### src/rtl/direction_accumulator.sv
// Frame-level direction-of-arrival accumulator: per bin it weights wrapped mic phase differences by
// mic location, scales them by the central magnitude and accumulates a {y, x} vector over a frame.
module direction_accumulator #(
  parameter int NUM_PERIPH = 3,
  parameter int MAX_BINS   = 16,
  parameter logic [2*NUM_PERIPH-1:0] X_COEF = 6'b01_11_00,
  parameter logic [2*NUM_PERIPH-1:0] Y_COEF = 6'b11_11_01
) (
  input  logic                    clk_in,
  input  logic                    rst_in,
  input  logic [31:0]             central_mic_in,
  input  logic [32*NUM_PERIPH-1:0] peripheral_mics_in,
  input  logic                    data_valid_in,
  input  logic                    data_last_in,
  output logic                    data_ready_out,
  output logic [31:0]             vector_out,
  output logic                    vector_valid_out,
  input  logic                    vector_ready_in,
  output logic                    overflow_out
);

  localparam int IW = (NUM_PERIPH > 1) ? $clog2(NUM_PERIPH) : 1;
  localparam int SW = 16 + $clog2(NUM_PERIPH) + 1;
  localparam int PW = SW + 16;
  localparam int AW = PW + $clog2(MAX_BINS);
  localparam int BW = $clog2(MAX_BINS) + 1;
  localparam logic [IW-1:0] LAST_IDX = IW'(NUM_PERIPH - 1);
  localparam logic [BW-1:0] BIN_MAX  = BW'(MAX_BINS);
  localparam logic signed [AW+15:0] SAT_MAX = (AW+16)'(32'sd32767);
  localparam logic signed [AW+15:0] SAT_MIN = (AW+16)'(-32'sd32768);

  typedef enum logic [1:0] {
    IDLE   = 2'd0,
    SUM    = 2'd1,
    SCALE  = 2'd2,
    OUTPUT = 2'd3
  } state_t;

  // Phase difference folded back into [-pi, +pi]; exactly +/-pi is left alone.
  function automatic logic signed [15:0] wrap_diff(input logic signed [15:0] a,
                                                   input logic signed [15:0] b);
    logic signed [16:0] d;
    d = 17'(a) - 17'(b);
    if (d > 17'sh06488) begin
      d = d - 17'sh0C910;
    end else if (d < -17'sh06488) begin
      d = d + 17'sh0C910;
    end else begin
      d = d;
    end
    return d[15:0];
  endfunction

  function automatic logic [15:0] sat16(input logic signed [AW-1:0] a);
    logic signed [AW+15:0] w;
    w = (AW+16)'(a);
    w = w >>> 5'd18;
    if (w > SAT_MAX) begin
      return 16'h7FFF;
    end else if (w < SAT_MIN) begin
      return 16'h8000;
    end else begin
      return w[15:0];
    end
  endfunction

  state_t                  state_r, state_nxt_s;
  logic signed [15:0]      central_phase_r, central_mag_r;
  logic signed [15:0]      phase_r [NUM_PERIPH];
  logic                    last_r;
  logic [IW-1:0]           idx_r;
  logic signed [SW-1:0]    sum_x_r, sum_y_r, term_x_s, term_y_s;
  logic signed [PW-1:0]    prod_x_s, prod_y_s;
  logic signed [AW-1:0]    acc_x_r, acc_y_r, acc_x_nxt_s, acc_y_nxt_s;
  logic [BW-1:0]           bin_cnt_r, bin_nxt_s;
  logic [31:0]             vector_r;
  logic                    ready_r, valid_r, overflow_r;
  logic                    ready_nxt_s, valid_nxt_s;
  logic                    accept_s, handshake_s, close_s;
  logic signed [15:0]      diff_s;
  logic [1:0]              coef_x_s, coef_y_s;
  logic [16*NUM_PERIPH-1:0] unused_mags_s;

  assign accept_s    = data_valid_in && ready_r && (state_r == IDLE);
  assign handshake_s = valid_r && vector_ready_in;
  assign diff_s      = wrap_diff(phase_r[idx_r], central_phase_r);
  assign coef_x_s    = X_COEF[{idx_r, 1'b0} +: 2];
  assign coef_y_s    = Y_COEF[{idx_r, 1'b0} +: 2];
  assign prod_x_s    = PW'(sum_x_r) * PW'(central_mag_r);
  assign prod_y_s    = PW'(sum_y_r) * PW'(central_mag_r);
  assign acc_x_nxt_s = acc_x_r + AW'(prod_x_s);
  assign acc_y_nxt_s = acc_y_r + AW'(prod_y_s);
  assign bin_nxt_s   = bin_cnt_r + BW'(1'b1);
  assign close_s     = last_r || (bin_nxt_s == BIN_MAX);

  // Peripheral magnitudes take no part in the direction estimate.
  always_comb begin
    unused_mags_s = {(16*NUM_PERIPH){1'b0}};
    for (int i = 0; i < NUM_PERIPH; i++) begin
      unused_mags_s[16*i +: 16] = peripheral_mics_in[32*i +: 16];
    end
  end

  // Location weighting: coefficient +1 adds, -1 subtracts, 0 contributes nothing.
  always_comb begin
    term_x_s = {SW{1'b0}};
    term_y_s = {SW{1'b0}};
    case (coef_x_s)
      2'b01:   term_x_s = SW'(diff_s);
      2'b11:   term_x_s = -SW'(diff_s);
      default: term_x_s = {SW{1'b0}};
    endcase
    case (coef_y_s)
      2'b01:   term_y_s = SW'(diff_s);
      2'b11:   term_y_s = -SW'(diff_s);
      default: term_y_s = {SW{1'b0}};
    endcase
  end

  // State register.
  always_ff @(posedge clk_in) begin
    if (!rst_in) begin
      state_r <= IDLE;
    end else begin
      state_r <= state_nxt_s;
    end
  end

  // Next-state logic.
  always_comb begin
    state_nxt_s = state_r;
    case (state_r)
      IDLE:    if (accept_s) state_nxt_s = SUM; else state_nxt_s = IDLE;
      SUM:     if (idx_r == LAST_IDX) state_nxt_s = SCALE; else state_nxt_s = SUM;
      SCALE:   if (close_s) state_nxt_s = OUTPUT; else state_nxt_s = IDLE;
      OUTPUT:  if (handshake_s) state_nxt_s = IDLE; else state_nxt_s = OUTPUT;
      default: state_nxt_s = IDLE;
    endcase
  end

  // Output decode, taken from the next state so the flags can be registered.
  always_comb begin
    ready_nxt_s = 1'b0;
    valid_nxt_s = 1'b0;
    case (state_nxt_s)
      IDLE:    ready_nxt_s = 1'b1;
      OUTPUT:  valid_nxt_s = 1'b1;
      default: begin
        ready_nxt_s = 1'b0;
        valid_nxt_s = 1'b0;
      end
    endcase
  end

  // Registered handshake flags; ready stays low for as long as reset is held.
  always_ff @(posedge clk_in) begin
    if (!rst_in) begin
      ready_r <= 1'b0;
      valid_r <= 1'b0;
    end else begin
      ready_r <= ready_nxt_s;
      valid_r <= valid_nxt_s;
    end
  end

  // Datapath: beat capture, per-mic summation, per-bin scaling and frame result.
  always_ff @(posedge clk_in) begin
    if (!rst_in) begin
      central_phase_r <= 16'sd0;
      central_mag_r   <= 16'sd0;
      for (int i = 0; i < NUM_PERIPH; i++) phase_r[i] <= 16'sd0;
      last_r     <= 1'b0;
      idx_r      <= {IW{1'b0}};
      sum_x_r    <= {SW{1'b0}};
      sum_y_r    <= {SW{1'b0}};
      acc_x_r    <= {AW{1'b0}};
      acc_y_r    <= {AW{1'b0}};
      bin_cnt_r  <= {BW{1'b0}};
      vector_r   <= 32'h0000_0000;
      overflow_r <= 1'b0;
    end else begin
      case (state_r)
        IDLE: if (accept_s) begin
          central_phase_r <= central_mic_in[31:16];
          central_mag_r   <= central_mic_in[15:0];
          for (int i = 0; i < NUM_PERIPH; i++) phase_r[i] <= peripheral_mics_in[32*i+16 +: 16];
          last_r  <= data_last_in;
          idx_r   <= {IW{1'b0}};
          sum_x_r <= {SW{1'b0}};
          sum_y_r <= {SW{1'b0}};
        end
        SUM: begin
          sum_x_r <= sum_x_r + term_x_s;
          sum_y_r <= sum_y_r + term_y_s;
          idx_r   <= (idx_r == LAST_IDX) ? idx_r : idx_r + IW'(1'b1);
        end
        SCALE: begin
          acc_x_r   <= acc_x_nxt_s;
          acc_y_r   <= acc_y_nxt_s;
          bin_cnt_r <= bin_nxt_s;
          if (close_s) begin
            vector_r   <= {sat16(acc_y_nxt_s), sat16(acc_x_nxt_s)};
            overflow_r <= !last_r;
          end
        end
        OUTPUT: if (handshake_s) begin
          acc_x_r    <= {AW{1'b0}};
          acc_y_r    <= {AW{1'b0}};
          bin_cnt_r  <= {BW{1'b0}};
          overflow_r <= 1'b0;
        end
        default: idx_r <= {IW{1'b0}};
      endcase
    end
  end

  assign data_ready_out   = ready_r;
  assign vector_valid_out = valid_r;
  assign vector_out       = vector_r;
  assign overflow_out     = overflow_r;

endmodule

### config.mk
export PLATFORM = sky130hd
export DESIGN_NAME = direction_accumulator
export DESIGN_NICKNAME = d
export VERILOG_FILES = /design/src/rtl/direction_accumulator.sv
export SDC_FILE = /design/constraint.sdc
export NUM_CORES = 2
export LEC_CHECK = 0
export BUFFER_PORTS_ARGS = -buffer_cell sky130_fd_sc_hd__buf_2
export CORE_ASPECT_RATIO = 1.25
export CORE_MARGIN = 4
export CORE_UTILIZATION = 50
export DETAILED_ROUTE_END_ITERATION = 7
export PLACE_DENSITY_LB_ADDON = 0.25
export SYNTH_ARGS = -nofsm -noshare
export SYNTH_HDL_FRONTEND = slang
export SYNTH_SLANG_ARGS = --single-unit
### constraint.sdc
create_clock -name clk_in -period 8 [get_ports clk_in]
set_input_delay 1.6 -clock clk_in [delete_from_list [all_inputs] [get_ports clk_in]]
set_output_delay 1.6 -clock clk_in [all_outputs]
set_load 0.005 [all_outputs]
* Word-level counts from Yosys, hierarchy flattened *
Memory sizes are Yosys's and may differ from the RTL's. A register that Yosys moved wholly into a read port is not among the register bits.
Index checks and enable logic that the tools add are counted.

word-level totals
  register bits = 193
  output and inout port bits = 35
  word-level logic and storage cells = 106
  memories kept = 1
  memory bits (writable) = 48
  bits of input ports = 133

memories
  name     depth  width  rd ports  clocked after Yosys merged registers in  wr ports  RTL line  source
  phase_r  3      16     1         1                                        3         69        logic signed [15:0] phase_r [NUM_PERIPH];

cells by class
  $add $sub $neg = 10
  eq/ne operators = 14
  multiply operators = 2
  reductions and logical operators = 15
  bitwise operators = 3
  mux-type cells = 39
  shift operators = 2
  magnitude comparators = 6

operator list
  kind                                                                         number
  39-bit one-hot mux with 2 select lines                                       2
  19-bit one-hot mux with 2 select lines                                       4
  16-bit 2-to-1 mux                                                            9
  39-bit by 35-bit adder with 39-bit output                                    2
  19-bit by 16-bit multiplier with 35-bit output                               2
  21-bit by 16-bit > comparator with 1-bit output, second input constant       2
  21-bit by 16-bit < comparator with 1-bit output, second input constant       2
  39-bit 2-to-1 mux                                                            1
  19-bit adder                                                                 2
  19-bit 2-to-1 mux                                                            1
  16-bit negator with 19-bit output                                            1
  17-bit by 16-bit > comparator with 1-bit output, second input constant       1
  17-bit by 16-bit < comparator with 1-bit output, second input constant       1
  16-bit by 16-bit subtractor with 17-bit output                               1
  16-bit by 15-bit adder with 16-bit output, second input constant             1
  16-bit by 15-bit subtractor with 16-bit output, second input constant        1
  2-bit 2-to-1 mux                                                             7
  2-bit == test, second input constant                                         6
  6-bit by 4-bit variable part select with 2-bit output, first input constant  2
  1-bit 2-to-1 mux                                                             10
  5-bit one-hot mux with 2 select lines                                        1
  2-bit != test, second input constant                                         4
  2-bit one-hot mux with 4 select lines                                        1
  2-bit AND reduction                                                          4
  14 further kinds                                                             23

* Logic depth before layout (Yosys ltp) *
  depth in word-level cells = 8
  gate-level depth with buffers = 36

* Worst setup path before layout *
No wires, ideal clock.

  kind = register to register
  start point = register (tool-made name)
  end point = register sum_x_r[18]
  required time = 7.926 ns
  setup time = 0.074 ns
  arrival = 7.767 ns
  cell stages (with the launch flop) = 31
  setup slack = 0.159 ns
  cell sequence = dfxtp_1 clkbuf_1 clkbuf_1 mux2i_1 o21ai_0 fa_1 a211oi_2 nor2_1 xor2_1 inv_1 ha_1 nand3_1 a21oi_1 a211o_1 a311o_1 a2111oi_0 or3_1 o2111ai_4 or4_4 or3_1 a32oi_1 nor2_1 ha_1 or3_1 o21ai_0 a21oi_1 a41o_1 o41ai_1 nand4b_1 mux2_2 a31oi_1

RTL lines
  what                  RTL line  source
  end signal, assigned  174       sum_x_r <= {SW{1'b0}};
  end signal, assigned  189       sum_x_r <= {SW{1'b0}};
  end signal, assigned  193       sum_x_r <= sum_x_r + term_x_s;
  end, declared         72        logic signed [SW-1:0] sum_x_r, sum_y_r, term_x_s, term_y_s;

* Final worst setup path *
  start point = register central_mag_r[7]
  end point = register vector_r[16], in the netlist vector_out[16]

on the way
  cells in the longest elaborated chain, start to end = 5
  elaborated cells on any way between the ends = 6
  those cells by class = add/sub (1); mul (1); order compare (2); mux (2)

ends and longest elaborated chain
  what                                              RTL line  source
  start, declared                                   68        logic signed [15:0] central_phase_r, central_mag_r;
  start signal, assigned                            185       central_mag_r <= central_mic_in[15:0];
  19-bit by 16-bit multiplier with 35-bit output *  90        assign prod_y_s = PW'(sum_y_r) * PW'(central_mag_r);
  39-bit by 35-bit adder with 39-bit output *       92        assign acc_y_nxt_s = acc_y_r + AW'(prod_y_s);
  21-bit by 16-bit < comparator with 1-bit output   60        end else if (w < SAT_MIN) begin
  16-bit 2-to-1 mux                                 60
  16-bit 2-to-1 mux *                               58        if (w > SAT_MAX) begin
  end signal, assigned                              202       vector_r <= {sat16(acc_y_nxt_s), sat16(acc_x_nxt_s)};
  end, declared                                     76        logic [31:0] vector_r;

Every way passes the cells marked *; elsewhere a longest branch is shown, timed or not.
A chain may end at the register's enable or synchronous reset.

==> results.tsv <==
stage	metric	value	unit
placement	dp_hpwl	77000	µm
logic_synthesis	syn_nets	5501	
logic_synthesis	synth_top_flop_cell	dfxtp_1	
timing	worst_pin_slew	1.12	ns
cells_and_area	stdcell_count	5523	
placement	placed_cell_area	41600	µm²
power_and_ir_drop	totalPowerFinal	5.84	mW
timing	rsz0062_at_grt	true	
setup_path	cp_num_cells	27	
setup_path	critPathCaptureType	flip-flop	
timing	skew	0.0223	ns
timing	max_freq	0.130	GHz
logic_synthesis	syn_inst	4359	
global_routing	grt.overflow.total	0	
power_and_ir_drop	power.internal	3.37	mW
timing	setup_viol	0	
setup_path	crit_fanout	15	
setup_path	worstPathRequired	8.52	ns
logic_synthesis	async_flop_share	0	
logic_synthesis	synth_seq_cells	243	
run_status	status	complete, no violations	
power_and_ir_drop	switching_power	2.47	mW
global_routing	grt_pass1_wl	161000	µm
placement	port_buffers	119	
placement	post-place-cells	5462	
drt	via_per_inst	5.36	
global_routing	grt_usage	0.237	
setup_path	crit_type	flip-flop to flip-flop	
floorplan	die_h	321	µm
drt	wl_per_cell	17.3	µm
cells_and_area	finalInstanceArea	42800	µm²
power_and_ir_drop	p_leak	21.9	nW
floorplan	start_util	0.505	
setup_path	rrSetupSlack	0.33	ns
power_and_ir_drop	max-vdd-ir-drop	0.217	mV
timing	report.final.slew_viol_count	0	
min_path	hp-class	flip-flop to flip-flop	
power_and_ir_drop	pwr-share-seq	0.234	
timing	hold_slack	0.457	ns
drt	final_antenna_net_count	0	
drt	wirelength	95600	µm
logic_synthesis	syn_area	39200	µm²
clocking	clock_sinks	243	
clocking	clkLatencyLatePin	0.64	ns
setup_path	slowest_delay	0.59	ns
setup_path	cp_top_family	adder cells	
clocking	htreeDepth	1	
setup_path	r2r_end	vector_out[16]	
drt	drtPass1Iterations	5	
setup_path	r2r_cells	27	
global_routing	grt_pass1_vias	30986	
power_and_ir_drop	combPwrFrac	0.499	
global_routing	grt_max_degree	97	
drt	first_iter_violations	1743	
floorplan	fp.dieW	258	µm
setup_path	worst-path-buf-inv	7	
drt	dr_total_vias	29595	
cells_and_area	area_growth	9.30	%
power_and_ir_drop	power_density	136	nW/µm²
setup_path	critPathCapture	vector_out[16]	
global_routing	antenna_found_initial	0	
run	cap_viol_max_count	0	
clocking	cts_tree	yes	
cells_and_area	final_nets	5597	
timing	post-route-min-period	7.67	ns
power_and_ir_drop	switching_share	0.423	
timing	hold_viol	0	
clocking	cts-root-buf	clkbuf_16	
power_and_ir_drop	clkPwrFrac	0.267	
clocking	clk_path_buf_depth	3	
drt	remaining_drc_errors	0	
logic_synthesis	ys_seq_area_frac	0.136	
setup_path	cp_slowest_cell	fa_1	
floorplan	ioPinCount	168	
logic_synthesis	ys_warn_count	0	
setup_path	cp-start-kind	flip-flop	
setup_path	crit_arrival	8.19	ns
setup_path	worst_path_most_repeated_cell	fa_1	
timing	fin_crit_sh	0.959	
logic_synthesis	avgSynthCellArea	8.99	µm²
setup_path	crit_path_start	central_mag_r[7]	
logic_synthesis	yosys.cell_types.count	100	
setup_path	r2r_start	central_mag_r[7]	
placement	gp_congestion	0.876	
timing	slew_headroom	0.249	
logic_synthesis	synth-edff-count	48	
cells_and_area	diodes	0	
floorplan	num_rows	114	
floorplan	coreArea	77600	µm²
floorplan	dieArea	83000	µm²
clocking	cts_made_buffers	31	
cells_and_area	drive_gt1_frac	0.0978	
clocking	clk_transition_reported_paths	0.06	ns
## synth_stat cells (71+ instances only)
cell type	instances	area, µm²
inv_1	840	3150
fa_1	721	14400
nand2_1	475	1780
ha_1	288	3600
and2_1	270	1690
nor2_1	234	878
a21oi_1	201	1010
dfxtp_1	195	3900
clkbuf_1	193	724
xnor2_1	97	850
a22oi_1	88	661
o21ai_0	81	405
nand3_1	71	355
## per-stage QoR
stage          TNS, ns   util  setup slack [ns]
2_1_floorplan        0      -             0.159
3_3_place_gp         0  0.536            0.0961
3_5_place_dp         0  0.536            0.0578
4_1_cts              0  0.550            0.0261
5_1_grt        -0.0677  0.552           -0.0677
6_report             0  0.552             0.328
## routing by layer
metal / GRT usage / routed length, µm
met4: 0.0745 / 3540
met2: 0.421 / 48500
met1: 0.309 / 39600
met5: 0 / 0
met3: 0.0209 / 3930
## placed cells by master, fill, tap and decap left out, types with 119 or more instances in the layout
cell type / instances
buf_4: 155
nand2_1: 473
ha_1: 287
inv_1: 839
buf_2: 119
dfxtp_1: 182
fa_1: 720
a21oi_1: 200
and2_1: 270
nor2_1: 233
## flip-flops by register name, summed over array words and instances, names as in the netlist, 2 cells and up, named ones only
signal,cells
acc_x_r,39
acc_y_r,39
bin_cnt_r,5
central_mag_r,16
central_phase_r,16
idx_r,2
phase_r,48
state_r,2
sum_x_r,19
sum_y_r,19
vector_out,32
## worst reg2reg max path, cell delays in order (launching register included)
cell       delay (ns)
dfxtp_1          0.45
buf_4            0.25
nand2_1          0.10
fa_1             0.54
inv_1            0.05
fa_1             0.48
fa_1             0.59
fa_1             0.46
fa_1             0.50
inv_1            0.05
fa_1             0.47
inv_1            0.04
ha_1             0.29
a21o_1           0.18
a21o_1           0.17
a21o_1           0.18
a21o_1           0.17
a21oi_1          0.12
o21ai_0          0.23
a31o_2           0.37
o2111ai_1        0.29
a31oi_1          0.18
buf_4            0.17
a311o_1          0.37
buf_4            0.16
o31a_1           0.31
buf_12           0.16
o221a_2          0.25
## how the worst min path moves through the flow
stage	from	endpoint	slack, ns	depth (start not counted)
3_5_place_dp	central_phase_r[11]	central_phase_r[11]	0.45	2
3_3_place_gp	central_phase_r[1]	central_phase_r[1]	0.44	2
4_1_cts	central_phase_r[10]	central_phase_r[10]	0.46	2
6_report	central_phase_r[1]	central_phase_r[1]	0.46	2
5_1_grt	central_phase_r[2]	central_phase_r[2]	0.49	2
2_1_floorplan	bin_cnt_r[4]	bin_cnt_r[4]	0.44	1
## final cells by class
type                    count  area, µm²
clock buffers              38        832
clock inverters            19        263
fillers                  7173      34800
inverters                 843       3170
multi-input cells        3052      30000
flip-flops and latches    243       5360
well taps                1044       1310
repair buffers            284       1950
## power by group through the flow
stage / combinational, mW / sequential (mW) / clock (mW)
6_report: 2.91 / 1.37 / 1.56
5_1_grt: 3.23 / 1.37 / 1.64
4_1_cts: 2.88 / 1.36 / 1.60
3_5_place_dp: 2.85 / 1.39 / 0
3_3_place_gp: 2.82 / 1.39 / 0
2_1_floorplan: 2.02 / 1.35 / 0
## logic make-up (layout without fill, tap and decap cells)
family,count (synthesis),after routing,synth area share
AND/OR/NAND/NOR,1272,1272,0.157
buffers and inverters,1064,1184,0.103
adder cells (fa/ha/maj),1009,1009,0.460
AO/OA/AOI/OAI,605,605,0.105
flip-flops,243,243,0.136
XOR/XNOR,138,138,0.0312
multiplexers,28,28,0.00728
## repair_timing
| item | CTS | global route |
|---|---|---|
| setup buffers | 0 | 4 |
| hold buffers | 0 | 0 |
| pin swaps | 0 | 8 |
| endpoints found under the setup margin | 1 | 33 |
| resized for setup | 1 | 37 |
Power figures use the tool's default switching activity.
